[config.mk]
export PLATFORM = sky130hd
export DESIGN_NAME = scv_romloader
export DESIGN_NICKNAME = d
export VERILOG_FILES = /design/src/rtl/scv_romloader.sv
export SDC_FILE = /design/constraint.sdc
export NUM_CORES = 1
export LEC_CHECK = 0
export ABC_AREA = 0
export BUFFER_PORTS_ARGS = -buffer_cell sky130_fd_sc_hd__clkbuf_2
export CAP_MARGIN = 5
export CELL_PAD_IN_SITES_DETAIL_PLACEMENT = 1
export CELL_PAD_IN_SITES_GLOBAL_PLACEMENT = 1
export CORE_UTILIZATION = 43
export DETAILED_ROUTE_END_ITERATION = 8
export PLACE_DENSITY = 0.9
export REMOVE_ABC_BUFFERS = 1
export SLEW_MARGIN = 40
export SYNTH_ARGS = -nofsm -noshare
export SYNTH_HDL_FRONTEND = slang
export SYNTH_SLANG_ARGS = --single-unit
export TNS_END_PERCENT = 20
[constraint.sdc]
create_clock -name CLK -period 6.7 [get_ports CLK]
set_clock_uncertainty 0.15 [all_clocks]
set_input_delay 0.335 -clock CLK [delete_from_list [all_inputs] [get_ports CLK]]
set_output_delay 0.335 -clock CLK [all_outputs]
set_load 0.01 [all_outputs]
[src/rtl/scv_romloader.sv]
// scv_romloader: routes the host byte-download stream onto the SCV ROM-init bus and owns SYS_RESB.
// Optional CHKSUM output (16-bit sum of accepted bytes) is built when SCV_ROMLOADER_CHKSUM_EN is defined.
module scv_romloader #(
  parameter int HOLD_CYCLES = 1024,
  parameter int IDX_BOOT    = 0,
  parameter int IDX_CHR     = 1,
  parameter int IDX_CART    = 2
) (
  input  logic        CLK,
  input  logic        RESB,
  input  logic        DL_ACTIVE,
  input  logic [7:0]  DL_INDEX,
  input  logic [7:0]  DL_DATA,
  input  logic        DL_WR,
  output logic        ROMINIT_SEL_BOOT,
  output logic        ROMINIT_SEL_CHR,
  output logic        ROMINIT_SEL_CART,
  output logic [24:0] ROMINIT_ADDR,
  output logic [7:0]  ROMINIT_DATA,
  output logic        ROMINIT_VALID,
  output logic        SYS_RESB,
  output logic [17:0] CART_BYTES,
  output logic        OVERFLOW,
  output logic        BOOT_LOADED,
`ifdef SCV_ROMLOADER_CHKSUM_EN
  output logic [15:0] CHKSUM,
`endif
  output logic [1:0]  o_dbg_state
);

  typedef enum logic [1:0] {
    ST_IDLE = 2'd0,
    ST_LOAD = 2'd1,
    ST_HOLD = 2'd2
  } state_t;

  localparam logic [7:0]  IDX_BOOT_B = 8'(IDX_BOOT);
  localparam logic [7:0]  IDX_CHR_B  = 8'(IDX_CHR);
  localparam logic [7:0]  IDX_CART_B = 8'(IDX_CART);
  localparam logic [17:0] LIM_BOOT   = 18'd4096;
  localparam logic [17:0] LIM_CHR    = 18'd1024;
  localparam logic [17:0] LIM_CART   = 18'd131072;
  localparam int          HW         = (HOLD_CYCLES > 1) ? $clog2(HOLD_CYCLES) : 1;
  localparam logic [HW-1:0] HOLD_LAST = HW'(HOLD_CYCLES - 1);

  state_t        r_state;
  logic [7:0]    r_index;
  logic [17:0]   r_cnt;
  logic [HW-1:0] r_hold;
  logic          r_sel_boot;
  logic          r_sel_chr;
  logic          r_sel_cart;
  logic [24:0]   r_addr;
  logic [7:0]    r_data;
  logic          r_valid;
  logic          r_sys_resb;
  logic [17:0]   r_cart_bytes;
  logic          r_ovf;
  logic          r_boot_loaded;

  logic          w_entry;
  logic          w_in_load;
  logic [7:0]    w_idx;
  logic [17:0]   w_cnt;
  logic          w_is_boot;
  logic          w_is_chr;
  logic          w_is_cart;
  logic          w_known;
  logic [17:0]   w_limit;
  logic          w_wr_ok;
  logic          w_accept;
  logic          w_over;
  logic [17:0]   w_cnt_next;

  // A DL_WR on the cycle DL_ACTIVE rises is byte 0 of the new download, so the
  // index and counter seen by the write path bypass the latched copies on entry.
  always_comb begin
    w_entry    = (r_state != ST_LOAD) && DL_ACTIVE;
    w_in_load  = (r_state == ST_LOAD) || w_entry;
    w_idx      = w_entry ? DL_INDEX : r_index;
    w_cnt      = w_entry ? 18'd0 : r_cnt;
    w_is_boot  = (w_idx == IDX_BOOT_B);
    w_is_chr   = (w_idx == IDX_CHR_B) && !w_is_boot;
    w_is_cart  = (w_idx == IDX_CART_B) && !w_is_boot && !w_is_chr;
    w_known    = w_is_boot || w_is_chr || w_is_cart;
    w_limit    = 18'd0;
    if (w_is_boot)      w_limit = LIM_BOOT;
    else if (w_is_chr)  w_limit = LIM_CHR;
    else if (w_is_cart) w_limit = LIM_CART;
    w_wr_ok    = w_in_load && DL_WR && w_known;
    w_accept   = w_wr_ok && (w_cnt < w_limit);
    w_over     = w_wr_ok && !(w_cnt < w_limit);
    w_cnt_next = w_cnt + 18'(w_accept);
  end

  // Strobe protocol: DL_WR is a one-cycle push with no back-pressure; each accepted
  // push yields exactly one ROMINIT_VALID beat on the following cycle, never stalled.
  always_ff @(posedge CLK or negedge RESB) begin
    if (!RESB) begin
      r_state       <= ST_IDLE;
      r_index       <= 8'd0;
      r_cnt         <= 18'd0;
      r_hold        <= '0;
      r_sel_boot    <= 1'b0;
      r_sel_chr     <= 1'b0;
      r_sel_cart    <= 1'b0;
      r_addr        <= 25'd0;
      r_data        <= 8'd0;
      r_valid       <= 1'b0;
      r_sys_resb    <= 1'b0;
      r_cart_bytes  <= 18'd0;
      r_ovf         <= 1'b0;
      r_boot_loaded <= 1'b0;
    end else begin
      r_valid <= w_accept;
      if (w_accept) begin
        r_addr <= 25'(w_cnt);
        r_data <= DL_DATA;
      end
      r_cnt <= w_cnt_next;
      if (w_entry) begin
        r_index <= DL_INDEX;
        r_ovf   <= 1'b0;
      end else if (w_over) begin
        r_ovf <= 1'b1;
      end
      // Next state is LOAD exactly when DL_ACTIVE is high, whatever the current state.
      r_sel_boot <= DL_ACTIVE && w_is_boot;
      r_sel_chr  <= DL_ACTIVE && w_is_chr;
      r_sel_cart <= DL_ACTIVE && w_is_cart;
      r_sys_resb <= 1'b0;
      case (r_state)
        ST_IDLE: begin
          if (DL_ACTIVE) r_state    <= ST_LOAD;
          else           r_sys_resb <= r_boot_loaded;
        end
        ST_LOAD: begin
          if (!DL_ACTIVE) begin
            r_state <= ST_HOLD;
            r_hold  <= '0;
            if (w_is_boot && (w_cnt_next != 18'd0)) r_boot_loaded <= 1'b1;
            if (w_is_cart) r_cart_bytes <= w_cnt_next;
          end
        end
        ST_HOLD: begin
          if (DL_ACTIVE) begin
            r_state <= ST_LOAD;
            r_hold  <= '0;
          end else if (r_hold == HOLD_LAST) begin
            r_state    <= ST_IDLE;
            r_sys_resb <= r_boot_loaded;
          end else begin
            r_hold <= r_hold + 1'b1;
          end
        end
        default: r_state <= ST_IDLE;
      endcase
    end
  end

`ifdef SCV_ROMLOADER_CHKSUM_EN
  logic [15:0] r_chksum;

  always_ff @(posedge CLK or negedge RESB) begin
    if (!RESB) begin
      r_chksum <= 16'd0;
    end else if (w_entry) begin
      r_chksum <= w_accept ? {8'd0, DL_DATA} : 16'd0;
    end else if (w_accept) begin
      r_chksum <= r_chksum + {8'd0, DL_DATA};
    end
  end

  assign CHKSUM = r_chksum;
`endif

  assign ROMINIT_SEL_BOOT = r_sel_boot;
  assign ROMINIT_SEL_CHR  = r_sel_chr;
  assign ROMINIT_SEL_CART = r_sel_cart;
  assign ROMINIT_ADDR     = r_addr;
  assign ROMINIT_DATA     = r_data;
  assign ROMINIT_VALID    = r_valid;
  assign SYS_RESB         = r_sys_resb;
  assign CART_BYTES       = r_cart_bytes;
  assign OVERFLOW         = r_ovf;
  assign BOOT_LOADED      = r_boot_loaded;
  assign o_dbg_state      = r_state;

  a_sel_onehot0: assert property (@(posedge CLK) disable iff (!RESB)
    $onehot0({r_sel_boot, r_sel_chr, r_sel_cart}));
  a_resb_idle: assert property (@(posedge CLK) disable iff (!RESB)
    r_sys_resb |-> (r_state == ST_IDLE));
  a_cnt_bound: assert property (@(posedge CLK) disable iff (!RESB)
    r_cnt <= LIM_CART);

endmodule

==> impl_results.md, run 1 <==
* Worst path top cell family by delay: simple AND/OR/NAND/NOR gates
* Number of synthesized flops with an enable pin at 0
* Pwr dens at approximately 240 mW/mm^2
* Std-Cell Rows at 36
* TritonCTS Buffers at 9
* Top cells by area, synth: dfrtp_1, mux2_2, nand2_1, nor2_1, mux2i_1
* Largest net degree at the start of global routing at 90
* Synth Cell Area at ~0.0043 sq mm
* Die Wd at between 100 and 150 um
* # IOs at 80
* Core Area at between 0.009 and 0.01 sq mm
* GRT Resource Usage Total at 0.228
* GRT overflow at 0
* Hold WC Path Type: in2reg
* Setup crit end kind: register
* CTS tree: done
* Die area at between 0.01 and 0.015 sq mm
* Total Wirelength at 10800 um
* Max Root-Sink Buffers at 2
* Fin crit period at 5720 ps
* # diodes at 0
* Mean post-synth cell area at roughly 10 sq um
* Initial antenna violation count at 0
* Clk Tree Root Cell: clkbuf_8
* Via count at approximately 3.4k
* Die height at around 100 um
* Final ANT Viol Nets at 0
* RSZ-0062 raised after global routing: no
* CP startpoint kind: register
* Starting DRT DRC Count at approximately 160
* Gate Count Post-Synth at around 420
* Yosys top cell by area: dfrtp_1
* Synth top area share at 0.521
* Critical path class: reg2reg
* WP buf/inv at 2
* Clock Sinks at between 80 and 90
* Worst path slowest cell: dfrtp_1
* Post-synthesis cell type count at between 50 and 60
* DR WL/cell at around 17 um
* Max frequency at 175 MHz
* Initial DRT Pass Iterations at 4
* Final setup viols at 0
* Pin slew with the least headroom to its limit at slightly above 700 ps
* Initial Utilization at 0.440
* # resized after CTS at 0
* Max IR drop VDD at roughly 110 uV
* Crit-path max cell delay at ~660 ps
* Final instance area at roughly 0.0049 sq mm
* HPWL Detailed at approximately 7500 um
* Post-layout net count at about 500
* TNS Setup at 0 ps
* Critical Path AT at 5800 ps
* Rel. slew slack at 0.524
* Placed Area at between 0.004 and 0.005 sq mm
* Area delta synth->final at 15.4%
* Global-route wire length before repair at 18000 um
* Period utilization at 0.854
* Fin. Hold Viols at 0
* Async set or reset register ratio after synthesis at 1.00
* Most used cell, CP: ha_1
* Main flop type after synthesis: dfrtp_1
* Status: complete, no violations
* Fillers at around 1.1k
* Placer Congestion at ~0.9
* Vias in the first global route at 3621
* Synth Register Bits at 89
* Slew Limit Fails at 0
* # DRC at 0
* Worst EP required at between 6000 and 7000 ps
* Clk slew on worst S/H paths at around 90 ps
* H-tree levels at 3
* CP cell instances: nand2b_1 > nand2_4 > mux2i_4 > clkinv_2 > nor2_1 > inv_1 > ha_1 > nor2_1 > o21ai_0 > a21o_1 > a221oi_4 > ha_1 > ha_1 > nand4_1 > nor4_1 > nand3_1 > mux2i_1 > nor4_1 > a31oi_1
* Synth warnings at 0
* Maximum fanout along the worst path at 31
* Vias/cell at between 5 and 6
* Worst skew pair latency at roughly 370 ps
* Port buffer count at 72
* Post-synthesis sequential area ratio at 0.521
* Leak pwr at roughly 2.4 nW
* Max-Cap Viols at 0
* Share of layout cells above drive strength 1 at 0.257
per-stage QoR:
stage / cells / worst slack (ps) / util / hold slack, ps / total power [mW]
floorplan: 396 / 1160 / - / -111 / 0.720
global placement: 603 / 1540 / 0.483 / 311 / 0.798
detailed placement: 603 / 1070 / 0.485 / 316 / 0.812
CTS: 620 / 1020 / 0.507 / 18.5 / 1.21
global route: 620 / 509 / 0.508 / 19.2 / 1.26
finish: 620 / 978 / 0.508 / 27.0 / 1.19
worst reg2reg max path: stages, from the launching register on:
cell      delay (ps)
dfrtp_1          660
nand2b_1         310
nand2_4          390
mux2i_4          390
clkinv_2         160
nor2_1           190
inv_1             90
ha_1             270
nor2_1            80
o21ai_0          100
a21o_1           240
a221oi_4         290
ha_1             260
ha_1             330
nand4_1          310
nor4_1           560
nand3_1          180
mux2i_1          190
nor4_1           300
a31oi_1          120
cell families after synthesis:
| group | count (synthesis) | share of synthesized area |
|---|---|---|
| multiplexers | 48 | 0.125 |
| AND/OR/NAND/NOR | 160 | 0.177 |
| AO/OA/AOI/OAI | 53 | 0.0825 |
| flip-flops | 89 | 0.521 |
| other | 1 | 0.000877 |
| buffers and inverters | 45 | 0.0509 |
| XOR/XNOR | 14 | 0.0287 |
| adder cells (fa/ha/maj) | 5 | 0.0146 |
area by class of cell:
| cell class | count | area (sq um) | area share |
|---|---|---|---|
| clock buffer | 10 | 138 | 0.0279 |
| clock inverter | 6 | 72.6 | 0.0147 |
| inverter | 20 | 76.3 | 0.0155 |
| multi-input combinational | 287 | 1860 | 0.378 |
| sequential | 89 | 2230 | 0.451 |
| tap | 133 | 166 | 0.0337 |
| timing repair buffer | 75 | 394 | 0.0798 |
registers in the layout, summed over array words and instances, names as in the netlist:
name / flops
ROMINIT_VALID: 1
ROMINIT_DATA: 8
BOOT_LOADED: 1
o_dbg_state: 2
r_cnt: 18
r_index: 8
ROMINIT_ADDR: 18
ROMINIT_SEL_CART: 1
OVERFLOW: 1
r_hold: 10
ROMINIT_SEL_CHR: 1
ROMINIT_SEL_BOOT: 1
CART_BYTES: 18
SYS_RESB: 1
routing by layer:
layer,global-route usage,part of all wire,vias up,routed length [um]
li1,-,-,1551,-
met1,0.285,0.43,1704,4610
met2,0.388,0.51,103,5470
met3,0.0442,0.042,22,453
met4,0.0936,0.020,0,220
met5,0,0,-,0
Yosys cell counts, drive strengths merged, types with 9 or more instances:
master	count
mux2i	15
mux2	33
nor2	40
nand3	13
xnor2	9
inv	19
clkbuf	13
a21oi	11
nand2	59
o21ai	18
buf	12
dfrtp	89
cell usage in the layout, fill, tap and decap left out, types with 5 or more instances in the layout:
cell type and count:
a21oi_1 11, mux2_2 25, clkbuf_8 11, clkbuf_2 71, xor2_1 5, conb_1 7
and2_1 7, mux2_1 8, nor4_1 7, a31oi_1 5, and3_1 5, mux2i_1 14
nand2_1 58, o21ai_0 18, xnor2_1 9, inv_1 18, nand3_1 13, nor2_1 39
ha_1 5, nand4_1 5, nor3_1 8, dfrtp_1 89
path summary, 6_finish.rpt:
kind | depth (start not counted) | start | slack [ps] | to
max in group asynchronous | 2 | RESB | 5460 | r_hold[8]
hold reg to reg | 2 | r_index[7] | 330 | r_index[7]
min in group asynchronous | 2 | RESB | 440 | ROMINIT_ADDR[1]
hold / removal | 2 | DL_DATA[6] | 30 | ROMINIT_DATA[6]
setup / recovery | 19 | o_dbg_state[0] | 980 | BOOT_LOADED
setup reg to reg | 19 | o_dbg_state[0] | 980 | BOOT_LOADED
report_power, final:
part	internal (mW)	leakage [nW]	switching (mW)	total, mW
logic	0.0692	1.12	0.107	0.176
registers	0.589	1.18	0.0323	0.621
clock network	0.188	0.104	0.206	0.394
timing repair:
item | CTS | global route
hold buffers | 1 | 0
hold endpoints to repair | 89 | 0
setup buffers | 0 | 0
(Power assumes the default switching activity.)
==> run 2: changes to the inputs <==
--- a/config.mk
+++ b/config.mk
@@ -10,9 +10,9 @@
 export CAP_MARGIN = 5
 export CELL_PAD_IN_SITES_DETAIL_PLACEMENT = 1
 export CELL_PAD_IN_SITES_GLOBAL_PLACEMENT = 1
-export CORE_UTILIZATION = 43
+export CORE_UTILIZATION = 30
 export DETAILED_ROUTE_END_ITERATION = 8
-export PLACE_DENSITY = 0.9
+export PLACE_DENSITY = 0.69
 export REMOVE_ABC_BUFFERS = 1
 export SLEW_MARGIN = 40
 export SYNTH_ARGS = -nofsm -noshare
==> impl_results.md, run 2 (synthesized netlist as in run 1, its figures left out) <==
* Status: complete, no violations
* Die Wd at around 120 um
* Initial Utilization at 0.308
* Pin slew with the least headroom to its limit at 730 ps
* Clock network power share at 0.383
* Sequential Power Share at 0.480
* Max Root-Sink Buffers at 2
* # IOs at 80
* Hold WC Path Type: in2reg
* Clk Tree Root Cell: clkbuf_16
* Max frequency at roughly 180 MHz
* Placed Area at between 0.004 and 0.005 sq mm
* CTS tree: done
* CP startpoint kind: register
* TNS Setup at 0 ps
* Psw at roughly 0.35 mW
* Vias in the first global route at roughly 3.4k
* Slew Limit Fails at 0
* Via count at ~3.2k
* Max IR drop VDD at 110 uV
* # DRC at 0
* Final instance area at roughly 0.005 sq mm
* Final setup viols at 0
* Port buffer count at 72
* Critical path class: reg2reg
* Sw frac at 0.266
* Reg area at 0.00223 sq mm
* Starting DRT DRC Count at 160
* GRT Resource Usage Total at 0.158
* Core Area at around 0.014 sq mm
* Std-Cell Rows at 43
* Global-route wire length before repair at between 15000 and 20000 um
* Commonest non-fill, non-tap cell in the layout: dfrtp_1
* Fin crit period at 5630 ps
* Worst skew pair latency at roughly 340 ps
* Final ANT Viol Nets at 0
* Fin. Hold Viols at 0
* Total Wirelength at about 11000 um
* Critical Path AT at between 5000 and 6000 ps
* Max-Cap Viols at 0
* Placer Congestion at between 0.8 and 0.9
* Int Pwr at 0.952 mW
* Clock Sinks at a little under 90
* Largest net degree at the start of global routing at between 50 and 60
* Leak pwr at about 2.4 nW
* Vias/cell at 4.85
* DR WL/cell at 16.0 um
* # diodes at 0
* Initial antenna violation count at 0
* Pwr dens at around 260 mW/mm^2
* Die area at around 0.015 sq mm
* HPWL Detailed at between 7000 and 8000 um
* H-tree levels at 3
* Area of the multi-input gates at approximately 0.0019 sq mm
* Area delta synth->final at 18.8%
* Die height at 121 um
* TritonCTS Buffers at 9
* Logic pwr share at 0.137
* Clk slew on worst S/H paths at about 60 ps
* Post-layout net count at roughly 510
* Worst EP required at between 6000 and 7000 ps
* Maximum fanout along the worst path at 31
* GRT overflow at 0
* Rel. slew slack at 0.514
* Commonest cells after routing, fill and taps aside: dfrtp_1, clkbuf_2, nand2_1
* Setup crit end kind: register
* RSZ-0062 raised after global routing: no
* Initial DRT Pass Iterations at 6
* Share of layout cells above drive strength 1 at 0.254
* Period utilization at 0.840
* Fillers at ~1.6k
* Design Power at 1.30 mW
## run 2: cell count changes in the layout (fill, tap and decap cells not counted), sizes merged
cell and delta:
clkbuf +4, inv -4, buf +2, bufinv -1
## run 2: worst max-delay path: stages, from the launching register on
cell and delay, ps:
dfrtp_1 660, nand2b_1 340, nand2_4 400, mux2i_4 380, clkinv_2 160, nor2_1 190, inv_1 80, ha_1 270
nor2_1 80, o21ai_0 80, a21o_1 230, a221oi_4 270, ha_1 250, ha_1 320, nand4_1 300, nor4_1 530
nand3_1 170, mux2i_1 200, nor4_1 310, a31oi_1 120
## run 2: repair_timing
item / 4_1_cts / 5_1_grt
hold buffers: 1 / 0
setup buffers: 0 / 0
gates resized for setup: 0 / 0
endpoints found under the hold margin: 34 / 0
## run 2: per-stage QoR
| step | setup slack (ps) | utilization | instances | hold slack (ps) |
|---|---|---|---|---|
| 2_1_floorplan | 1160 | - | 396 | -111 |
| 3_3_place_gp | 1490 | 0.344 | 651 | 169 |
| 3_5_place_dp | 1150 | 0.344 | 651 | 169 |
| 4_1_cts | 1070 | 0.366 | 668 | 48.1 |
| 5_1_grt | 606 | 0.366 | 668 | 47.4 |
| 6_report | 1070 | 0.366 | 668 | 60.8 |
## run 2: path summary, 6_finish.rpt
path | startpoint | to | slack, ps | depth (start not counted)
max | o_dbg_state[0] | BOOT_LOADED | 1070 | 19
min | DL_INDEX[3] | r_index[3] | 60 | 3
max reg2reg | o_dbg_state[0] | BOOT_LOADED | 1070 | 19
min reg2reg | r_index[4] | r_index[4] | 340 | 2
max in group asynchronous | RESB | r_cnt[12] | 4960 | 3
min in group asynchronous | RESB | ROMINIT_DATA[2] | 340 | 2
## run 2: layer usage
| metal | GRT usage | up-vias | routed length (um) |
|---|---|---|---|
| met5 | 0 | - | 0 |
| met4 | 0.0463 | 0 | 128 |
| met3 | 0.0390 | 8 | 364 |
| met2 | 0.257 | 60 | 5330 |
| met1 | 0.205 | 1623 | 4890 |
| li1 | - | 1550 | - |
## run 2: area by class of cell
cell class                 count  area share
sequential                    89       0.438
multi-input combinational    287       0.367
timing repair buffer          76      0.0778
clock buffer                  15      0.0566
tap                          180      0.0443
inverter                      20      0.0150
clock inverter                 1     0.00148
## run 2: power by group through the flow
stage               combinational (mW)  sequential, mW  clock (mW)
finish                           0.177           0.623       0.497
CTS                              0.183           0.624       0.514
detailed placement               0.181           0.633           0
global placement                 0.173           0.630           0
global route                     0.200           0.631       0.533
floorplan                       0.0715           0.649           0
==> run 3: changes to the inputs <==
==> constraint.sdc (replaced) <==
create_clock -name CLK -period 5.6 [get_ports CLK]
set_clock_uncertainty 0.15 [all_clocks]
set_input_delay 0.28 -clock CLK [delete_from_list [all_inputs] [get_ports CLK]]
set_output_delay 0.28 -clock CLK [all_outputs]
set_load 0.01 [all_outputs]
==> impl_results.md, run 3 (synthesized netlist as in run 1, its figures left out) <==
* Pwr dens at 296 mW/mm^2
* Placer Congestion at slightly below 0.8
* Die area at around 0.015 sq mm
* TritonCTS Buffers at 9
* Sequential Power Share at 0.490
* CTS tree: done
* Setup crit end kind: register
* GRT overflow at 0
* Psw at slightly above 0.4 mW
* RSZ-0062 raised after global routing: no
* Max layer used: met4
* Fin crit period at 5190 ps
* Initial Utilization at 0.308
* Maximum fanout along the worst path at 17
* Met3 wire length at 379 um
* Total Wirelength at 11000 um
* Status: complete, no violations
* Worst EP required at 5660 ps
* Largest net degree at the start of global routing at 53
* Vias/cell at ~4.9
* Hold WC Path Type: in2reg
* Port buffer count at 72
* GRT Resource Usage Total at 0.161
* Logic pwr share at 0.142
* Int Pwr at between 1 and 1.5 mW
* Rel. slew slack at 0.506
* Max frequency at just under 200 MHz
* Initial antenna violation count at 0
* Clk Tree Root Cell: clkbuf_16
* Max Root-Sink Buffers at 2
* Starting DRT DRC Count at approximately 200
* Clock network power share at 0.368
* DR WL/cell at between 15 and 20 um
* CP startpoint kind: register
* Vias in the first global route at around 3.6k
* Wire length on met2 at around 5400 um
* Area delta synth->final at 19.8%
* Via count at 3283
* Final ANT Viol Nets at 0
* Die height at roughly 120 um
* Global-route wire length before repair at about 18000 um
* Post-layout net count at a little over 500
* Fin. Hold Viols at 0
* Critical Path AT at around 5300 ps
* Commonest cells after routing, fill and taps aside: dfrtp_1, clkbuf_2, nand2_1
* # DRC at 0
* Worst skew pair latency at between 300 and 400 ps
* Pin slew with the least headroom to its limit at 737 ps
* H-tree levels at 3
* Slew Limit Fails at 0
* Crit-path max cell delay at approximately 650 ps
* HPWL Detailed at a little under 8000 um
* TNS Setup at 0 ps
* CP cell instances: nand2b_1 > nand2_4 > mux2i_4 > clkinv_2 > nor2_1 > inv_1 > ha_1 > nor2_1 > o21ai_0 > a21o_1 > a221oi_4 > ha_1 > ha_1 > nand4_1 > nor4_2 > nand3_1 > mux2i_1 > nor4_1 > a31oi_1
* Most used cell, CP: ha_1
* Max-Cap Viols at 0
* Initial DRT Pass Iterations at 6
* Setup bufs post-CTS at 0
* Final setup viols at 0
* Die Wd at around 120 um
* Commonest non-fill, non-tap cell in the layout: dfrtp_1
* # IOs at 80
* Share of layout cells above drive strength 1 at 0.249
* Max IR drop VDD at 131 uV
* Met1 WL at about 5000 um
* Clock Sinks at 89
* Critical path class: reg2reg
* Std-Cell Rows at between 40 and 50
* # diodes at 0
* Clk slew on worst S/H paths at roughly 60 ps
* Hold_ws at about 11 ps
* Core Area at 0.0139 sq mm
* Sw frac at 0.267
* Leak pwr at approximately 2.5 nW
* Worst path slowest cell: dfrtp_1
* Period utilization at 0.927
## run 3: cell types whose count changed in the layout (fill, tap and decap cells not counted), sizes merged
cell and delta:
dlygate4sd3 +6, buf +1, clkbuf -1, clkinvlp -1
## run 3: routing by layer
| metal | GRT usage | up-vias |
|---|---|---|
| met2 | 0.271 | 57 |
| met1 | 0.200 | 1650 |
| li1 | - | 1559 |
| met4 | 0.0548 | 0 |
| met5 | 0 | - |
| met3 | 0.0395 | 17 |
## run 3: path summary, 6_finish.rpt
kind	depth (start not counted)	slack, ps	endpoint	startpoint
max	19	410	BOOT_LOADED	o_dbg_state[0]
min	2	10	ROMINIT_DATA[6]	DL_DATA[6]
max reg2reg	19	410	BOOT_LOADED	o_dbg_state[0]
min reg2reg	2	320	r_index[7]	r_index[7]
max in group asynchronous	3	3940	ROMINIT_ADDR[12]	RESB
min in group asynchronous	2	290	ROMINIT_DATA[1]	RESB
## run 3: power by group through the flow
| stage | logic (mW) | registers (mW) | clock network [mW] |
|---|---|---|---|
| 2_1_floorplan | 0.0855 | 0.776 | 0 |
| 3_3_place_gp | 0.209 | 0.753 | 0 |
| 3_5_place_dp | 0.217 | 0.757 | 0 |
| 4_1_cts | 0.222 | 0.746 | 0.578 |
| 5_1_grt | 0.243 | 0.754 | 0.603 |
| 6_report | 0.216 | 0.744 | 0.558 |
## run 3: critical path: cells and delay by family (launching register included)
family / cells / cell delay (ps)
compound gates: 4 / 730
flops: 1 / 650
simple gates: 8 / 1960
fa+ha+maj: 3 / 830
mux: 2 / 500
buf+inv: 2 / 230
## run 3: per-stage QoR
stage               setup slack, ps  instances  utilization  cell area (sq um)  power [mW]
floorplan                      59.0        396            -               4160       0.862
global placement                690        652        0.344               4780       0.962
detailed placement              298        652        0.345               4790       0.974
CTS                             258        673        0.369               5120        1.55
global route                   71.6        673        0.369               5130        1.60
finish                          406        673        0.369               5130        1.52
## run 3: area by class of cell
type,count,area [sq um]
inverters,20,76.3
clock buffers,14,264
repair buffers,83,463
fillers,1590,8750
multi-input cells,287,1870
well taps,180,225
flip-flops and latches,89,2230
## run 3: repair_timing
item	in CTS	in global routing
setup endpoints to repair	0	1
gates resized for setup	0	1
endpoints found under the hold margin	43	0
hold buffers	7	0
